$ cat config.mk
export PLATFORM = sky130hd
export DESIGN_NAME = cacheline_arbiter
export DESIGN_NICKNAME = d
export VERILOG_FILES = /design/src/rtl/cacheline_arbiter.sv
export SDC_FILE = /design/constraint.sdc
export NUM_CORES = 2
export LEC_CHECK = 0
export ABC_AREA = 1
export CELL_PAD_IN_SITES_DETAIL_PLACEMENT = 1
export CELL_PAD_IN_SITES_GLOBAL_PLACEMENT = 1
export CORE_AREA = 2 2 642 644
export DETAILED_ROUTE_END_ITERATION = 7
export DIE_AREA = 0 0 644 646
export PLACE_DENSITY_LB_ADDON = 0.1
export SLEW_MARGIN = 20
export SYNTH_ARGS = -nofsm -noshare
export SYNTH_HDL_FRONTEND = slang
export SYNTH_SLANG_ARGS = --single-unit
$ cat constraint.sdc
create_clock -name clk -period 2.8 [get_ports clk]
set_input_delay 0.28 -clock clk [delete_from_list [all_inputs] [get_ports clk]]
set_output_delay 0.28 -clock clk [all_outputs]
set_load 0.01 [all_outputs]
$ cat src/rtl/cacheline_arbiter.sv
// Round-robin arbiter sharing one cacheline memory port between the I-cache (requester 0)
// and the D-cache (requester 1); one latched line transaction at a time.
module cacheline_arbiter #(
    parameter int unsigned ADDR_WIDTH = 32,
    parameter int unsigned LINE_WIDTH = 256,
    parameter int unsigned PRIO_INIT  = 1
) (
    input  logic                  clk,
    input  logic                  rst,
    input  logic [ADDR_WIDTH-1:0] i_addr,
    input  logic                  i_read,
    input  logic                  i_write,
    input  logic [LINE_WIDTH-1:0] i_wdata,
    output logic [LINE_WIDTH-1:0] i_rdata,
    output logic                  i_resp,
    input  logic [ADDR_WIDTH-1:0] d_addr,
    input  logic                  d_read,
    input  logic                  d_write,
    input  logic [LINE_WIDTH-1:0] d_wdata,
    output logic [LINE_WIDTH-1:0] d_rdata,
    output logic                  d_resp,
    output logic [ADDR_WIDTH-1:0] mem_addr,
    output logic                  mem_read,
    output logic                  mem_write,
    output logic [LINE_WIDTH-1:0] mem_wdata,
    input  logic [LINE_WIDTH-1:0] mem_rdata,
    input  logic                  mem_resp
);

    typedef enum logic [1:0] {
        ST_IDLE = 2'd0,
        ST_MEM  = 2'd1,
        ST_RESP = 2'd2
    } state_e;

    localparam logic                  PRIO_RST  = (PRIO_INIT != 0) ? 1'b1 : 1'b0;
    localparam logic [ADDR_WIDTH-1:0] LINE_MASK = {{(ADDR_WIDTH-5){1'b1}}, 5'b00000};

    state_e                  state_q, state_d;
    logic                    ptr_q, ptr_d;
    logic                    gnt_q, gnt_d;
    logic                    we_q, we_d;
    logic [ADDR_WIDTH-1:0]   mem_addr_q, mem_addr_d;
    logic                    mem_read_q, mem_read_d;
    logic                    mem_write_q, mem_write_d;
    logic [LINE_WIDTH-1:0]   mem_wdata_q, mem_wdata_d;
    logic [LINE_WIDTH-1:0]   i_rdata_q, i_rdata_d;
    logic [LINE_WIDTH-1:0]   d_rdata_q, d_rdata_d;
    logic                    i_resp_q, i_resp_d;
    logic                    d_resp_q, d_resp_d;

    logic                    i_act_s;
    logic                    d_act_s;
    logic                    sel_s;
    logic                    sel_wr_s;

    assign i_act_s = i_read | i_write;
    assign d_act_s = d_read | d_write;

    // Next-state and output-register logic for the IDLE/MEM/RESP transaction FSM.
    always_comb begin
        state_d     = state_q;
        ptr_d       = ptr_q;
        gnt_d       = gnt_q;
        we_d        = we_q;
        mem_addr_d  = mem_addr_q;
        mem_read_d  = mem_read_q;
        mem_write_d = mem_write_q;
        mem_wdata_d = mem_wdata_q;
        i_rdata_d   = i_rdata_q;
        d_rdata_d   = d_rdata_q;
        i_resp_d    = 1'b0;
        d_resp_d    = 1'b0;
        sel_s       = 1'b0;
        sel_wr_s    = 1'b0;

        case (state_q)
            ST_IDLE: begin
                // Pointer only matters on contention; otherwise the sole active side wins.
                if (i_act_s && d_act_s) begin
                    sel_s = ptr_q;
                end else begin
                    sel_s = d_act_s;
                end
                sel_wr_s = sel_s ? d_write : i_write;
                if (i_act_s || d_act_s) begin
                    gnt_d       = sel_s;
                    we_d        = sel_wr_s;
                    mem_addr_d  = (sel_s ? d_addr : i_addr) & LINE_MASK;
                    mem_wdata_d = sel_s ? d_wdata : i_wdata;
                    mem_write_d = sel_wr_s;
                    mem_read_d  = ~sel_wr_s;
                    ptr_d       = ~sel_s;
                    state_d     = ST_MEM;
                end else begin
                    state_d = ST_IDLE;
                end
            end
            ST_MEM: begin
                if (mem_resp) begin
                    mem_read_d  = 1'b0;
                    mem_write_d = 1'b0;
                    if (gnt_q) begin
                        d_resp_d = 1'b1;
                        if (!we_q) begin
                            d_rdata_d = mem_rdata;
                        end else begin
                            d_rdata_d = d_rdata_q;
                        end
                    end else begin
                        i_resp_d = 1'b1;
                        if (!we_q) begin
                            i_rdata_d = mem_rdata;
                        end else begin
                            i_rdata_d = i_rdata_q;
                        end
                    end
                    state_d = ST_RESP;
                end else begin
                    state_d = ST_MEM;
                end
            end
            ST_RESP: begin
                state_d = ST_IDLE;
            end
            default: begin
                state_d     = ST_IDLE;
                mem_read_d  = 1'b0;
                mem_write_d = 1'b0;
            end
        endcase
    end

    // State and output registers with synchronous reset.
    always_ff @(posedge clk) begin
        if (rst) begin
            state_q     <= ST_IDLE;
            ptr_q       <= PRIO_RST;
            gnt_q       <= 1'b0;
            we_q        <= 1'b0;
            mem_addr_q  <= '0;
            mem_read_q  <= 1'b0;
            mem_write_q <= 1'b0;
            mem_wdata_q <= '0;
            i_rdata_q   <= '0;
            d_rdata_q   <= '0;
            i_resp_q    <= 1'b0;
            d_resp_q    <= 1'b0;
        end else begin
            state_q     <= state_d;
            ptr_q       <= ptr_d;
            gnt_q       <= gnt_d;
            we_q        <= we_d;
            mem_addr_q  <= mem_addr_d;
            mem_read_q  <= mem_read_d;
            mem_write_q <= mem_write_d;
            mem_wdata_q <= mem_wdata_d;
            i_rdata_q   <= i_rdata_d;
            d_rdata_q   <= d_rdata_d;
            i_resp_q    <= i_resp_d;
            d_resp_q    <= d_resp_d;
        end
    end

    assign mem_addr  = mem_addr_q;
    assign mem_read  = mem_read_q;
    assign mem_write = mem_write_q;
    assign mem_wdata = mem_wdata_q;
    assign i_rdata   = i_rdata_q;
    assign d_rdata   = d_rdata_q;
    assign i_resp    = i_resp_q;
    assign d_resp    = d_resp_q;

endmodule

==> out/results.txt <==
Clock latency on the worst-skew pair, taken at its later pin, is 0.82 ns. The cell leakage power is 0.0239 uW. The flow ran to the end, and the final reports show no timing, DRC or antenna violations. The portion of total power attributed to combinational logic is 22.3%, and the mux contribution to synthesized area is 0%.

Once detailed placement completed, the half-perimeter wirelength came to 212000 microns. The clock passes through at most 4 buffers. The worst-margin pin slew was 0.917 ns. The type of the worst setup path is reg2out. After synthesis, the cell types taking the most area are dfxtp_1 (50%), nor2_1 (19%), nand2_1 (10%). The signed area change from the synthesized netlist to the final layout was 87.8%.

Summing the sequential cell areas from Yosys gives 50.0% of the chip area. The peak ir drop on the vdd network came out at 0.350 mV. The highest fanout seen on the critical path came out at 2. The min-delay analysis places its worst path in the category in2reg. A synthesized cell averages 6.85 sq um.

The first global-routing pass estimated 353000 microns of wire. The worst setup path is launched from a flip-flop. After Yosys synthesis, full adders, half adders and majority gates account for 0% of the synthesized area. Walking the worst path, the cells encountered are clkdlybuf4s50_1. The tools report the net count of the finished layout as 7189. The master of the slowest instance on the critical path is clkdlybuf4s50_1.

Static timing analysis puts the maximum clock frequency at 418 MHz. Setup slack on the worst reg-to-reg path comes out at 0.46 ns. The shortest period the worst path allows came out at 2.39 ns.

The floorplan has 235 rows. Detail-routed via count per cell: 3.08. From bottom edge to top edge, the die measures 646 microns.

For the placed instance count, the log shows 11589. The share of synthesized area in the top cell type comes to 50.0%. For the power share of the sequential group, the log shows 33.3%. The worst pin sits at a relative slew slack of 38.9%.

The data required time of the worst path came out at 2.52 ns. At the end of routability-driven placement, the weighted congestion stood at 0.784. Entering global routing, the biggest net connects 130 pins.

The post-synthesis compound-gate area fraction is 8.07%. The logs give 0 for the total count of hold-check failures in the final report and 4 for the H-tree depth. The number of different library cells used by synthesis comes to 21.

TritonCTS built the clock tree. The quantity of I/O buffers inserted on ports is 1627. Clock-pin slew was measured on the worst setup and hold paths at 0.06 ns. The peak per-stage delay on the critical path is 0.65 ns, and the number of top-level pins is 1643.

The net switching component of the power came out at 12200 uW. The core region is 0.409 sq mm. For the die area, the log shows 0.416 sq mm.

The die is 644 microns wide. After Yosys synthesis, XOR and XNOR cells account for 0% of the synthesized area. The tools report the kind of end point of the critical path as a primary output. The detailed router finished its first iteration with 1213 violations. For this design the ratio of total power to cell area is 642 mW/mm^2. The clock network is responsible for 44.5% of the overall power. The final critical-path share of the clock period came out at 85.3%. The synthesized netlist occupies a cell area of 0.0322 sq mm.

Of the cells placed in the final design, the portion with a size suffix greater than 1 is 5.41%. Once the floorplan was initialized, standard cells occupied 7.88% of the core. After the flow finishes, the layout carries non-filler instances totaling 11923. The final routed DRC violation total was 0; the residual antenna-violating net count after detailed routing was 0. STA puts the critical path data arrival time at 2.11 ns.

Summing all placed instances gives a cell area of 0.0554 sq mm. Across the routed clock network, the largest skew measured is 0.0416 ns. After technology mapping, the gate count stands at 4700. The combinational family with the most area after synthesis is simple AND/OR/NAND/NOR gates. Global routing finished with a remaining overflow of 0. After routing, the total negative slack on setup checks comes to 0 ns.

Internal power contribution: 26600 uW. For the reported max-cap violation count, the log shows 0. For this run, the number of Yosys warnings is 0. The total via count in the routed design came out at 36772.

CTS saw 804 sinks. The run gives 12.4% as the global routing usage summed across all routing layers. The count of pins over their slew limit is 0, and the post-layout utilization of the core is 14.8%. Setup repair after global routing left no endpoint under its margin. In this run, CTS created clock tree buffers numbering 137. Of the total synthesized cell area, the portion taken by AND, OR, NAND and NOR gates is 33.3%.

Switching power share of the total: 31.5%. After synthesis the netlist holds a flip-flop and latch count of 804. Setup violations remaining at the end of the flow were counted as 0. Kind of cell adding the most delay to the critical path: buffers and inverters. The routed length per instance was 22.5 microns. The total buffers and inverters traversed by the critical path is 1.

The number of antenna violations at the first check in global routing was 171. dfxtp_1 takes more of the synthesized area than any other cell. Once layout is done, the placed cells without fillers occupy 0.0605 sq mm. In this run the clock root is driven by a clkbuf_16.

For this block, the routed nets add up to 268000 microns of wire. The first detailed-routing pass ran for 5 iterations. The run gives 38478 as the number of global-route vias before repair.
## cell usage after synthesis
library cell / instances
o21ai_1: 60
clkbuf_4: 8
nor2_4: 1
nand2_2: 2
inv_2: 6
nor3_1: 2
nor2_2: 2
buf_6: 8
a21oi_1: 5
inv_1: 289
buf_1: 8
clkbuf_1: 139
conb_1: 1
nand4_4: 2
nand3_1: 286
nand2_1: 863
nor2_1: 1592
buf_4: 48
dfxtp_1: 804
o21ai_0: 454
buf_2: 120
## cells in the final DEF, fill, tap and decap left out
master,n
nor2_1,1592
nor2_4,1
nand3_1,286
bufinv_16,4
clkinv_2,16
o21ai_0,454
dlygate4sd3_1,73
nand2_2,1
a21oi_1,5
inv_6,3
clkbuf_8,26
nor3_1,2
nand4_4,2
clkdlybuf4s50_1,1625
clkinv_4,3
o21ai_1,60
clkinv_16,1
buf_8,1
conb_1,5
clkinv_8,2
dfxtp_1,804
buf_4,91
diode_2,26
inv_2,1
nor2_2,2
buf_12,48
inv_16,1
clkbuf_1,39
inv_1,289
nand2_1,863
nand2_8,1
inv_8,5
clkbuf_16,140
## repair_timing
item,CTS,global route
endpoints found under the hold margin,91,0
buffers inserted,0,0
hold buffers,73,0
gates resized for setup,0,0
## metal layers
metal,track usage (%),vias up,share of wire (%),routed length [microns]
met5,0,-,0.34,903
met4,3.10,140,2.6,7010
met3,5.33,485,9.1,24400
met2,24.2,1226,54,145000
met1,11.7,17092,34,90800
li1,-,17829,-,-
## cells by family (layout without fill, tap and decap cells)
kind of cell | count (synthesis) | after routing
AND/OR/NAND/NOR | 2750 | 2750
AO/OA/AOI/OAI | 519 | 519
buffers and inverters | 626 | 2368
other | 1 | 31
flip-flops | 804 | 804
## cell type report
class | count | area (sq um)
fillers | 48572 | 348000
repair buffers | 1838 | 18700
flip-flops and latches | 804 | 16100
multi-input cells | 3274 | 13400
well taps | 5451 | 6820
clock buffers | 205 | 4010
inverters | 295 | 1140
clock inverters | 30 | 335
diodes | 26 | 65.1
## stage by stage
stage	setup WS [ns]	power, uW	hold slack [ns]
5_1_grt	0.262	41400	0.0417
3_3_place_gp	0.217	22100	0.457
3_5_place_dp	0.183	22100	0.465
2_1_floorplan	1.49	16400	0.429
6_report	0.410	38800	0.116
4_1_cts	0.165	40500	0.0000636
## power by group through the flow
stage          combinational [uW]  sequential (uW)  clock, uW
2_1_floorplan                2850            13500          0
3_3_place_gp                 8910            13100          0
3_5_place_dp                 8920            13200          0
4_1_cts                      9080            12900      18500
5_1_grt                      9570            13000      18800
6_report                     8640            12900      17300
## state kept, by name, summed over array words and instances (netlist names), 2 cells and up
name / count
d_rdata: 256
i_rdata: 256
mem_addr: 27
mem_wdata: 256
state_q: 2
## path summary, 6_finish.rpt
check,start,to,depth (start not counted)
worst max-delay path,mem_wdata[168]$_SDFFE_PP0P_,mem_wdata[168],1
worst min register to register,mem_write$_SDFFE_PP0P_,mem_write$_SDFFE_PP0P_,2
worst min-delay path,d_wdata[6],mem_wdata[6]$_SDFFE_PP0P_,5
worst max register to register,ptr_q$_SDFFE_PP1P_,mem_wdata[248]$_SDFFE_PP0P_,11
Note: power is estimated with default switching activity, not from simulation.
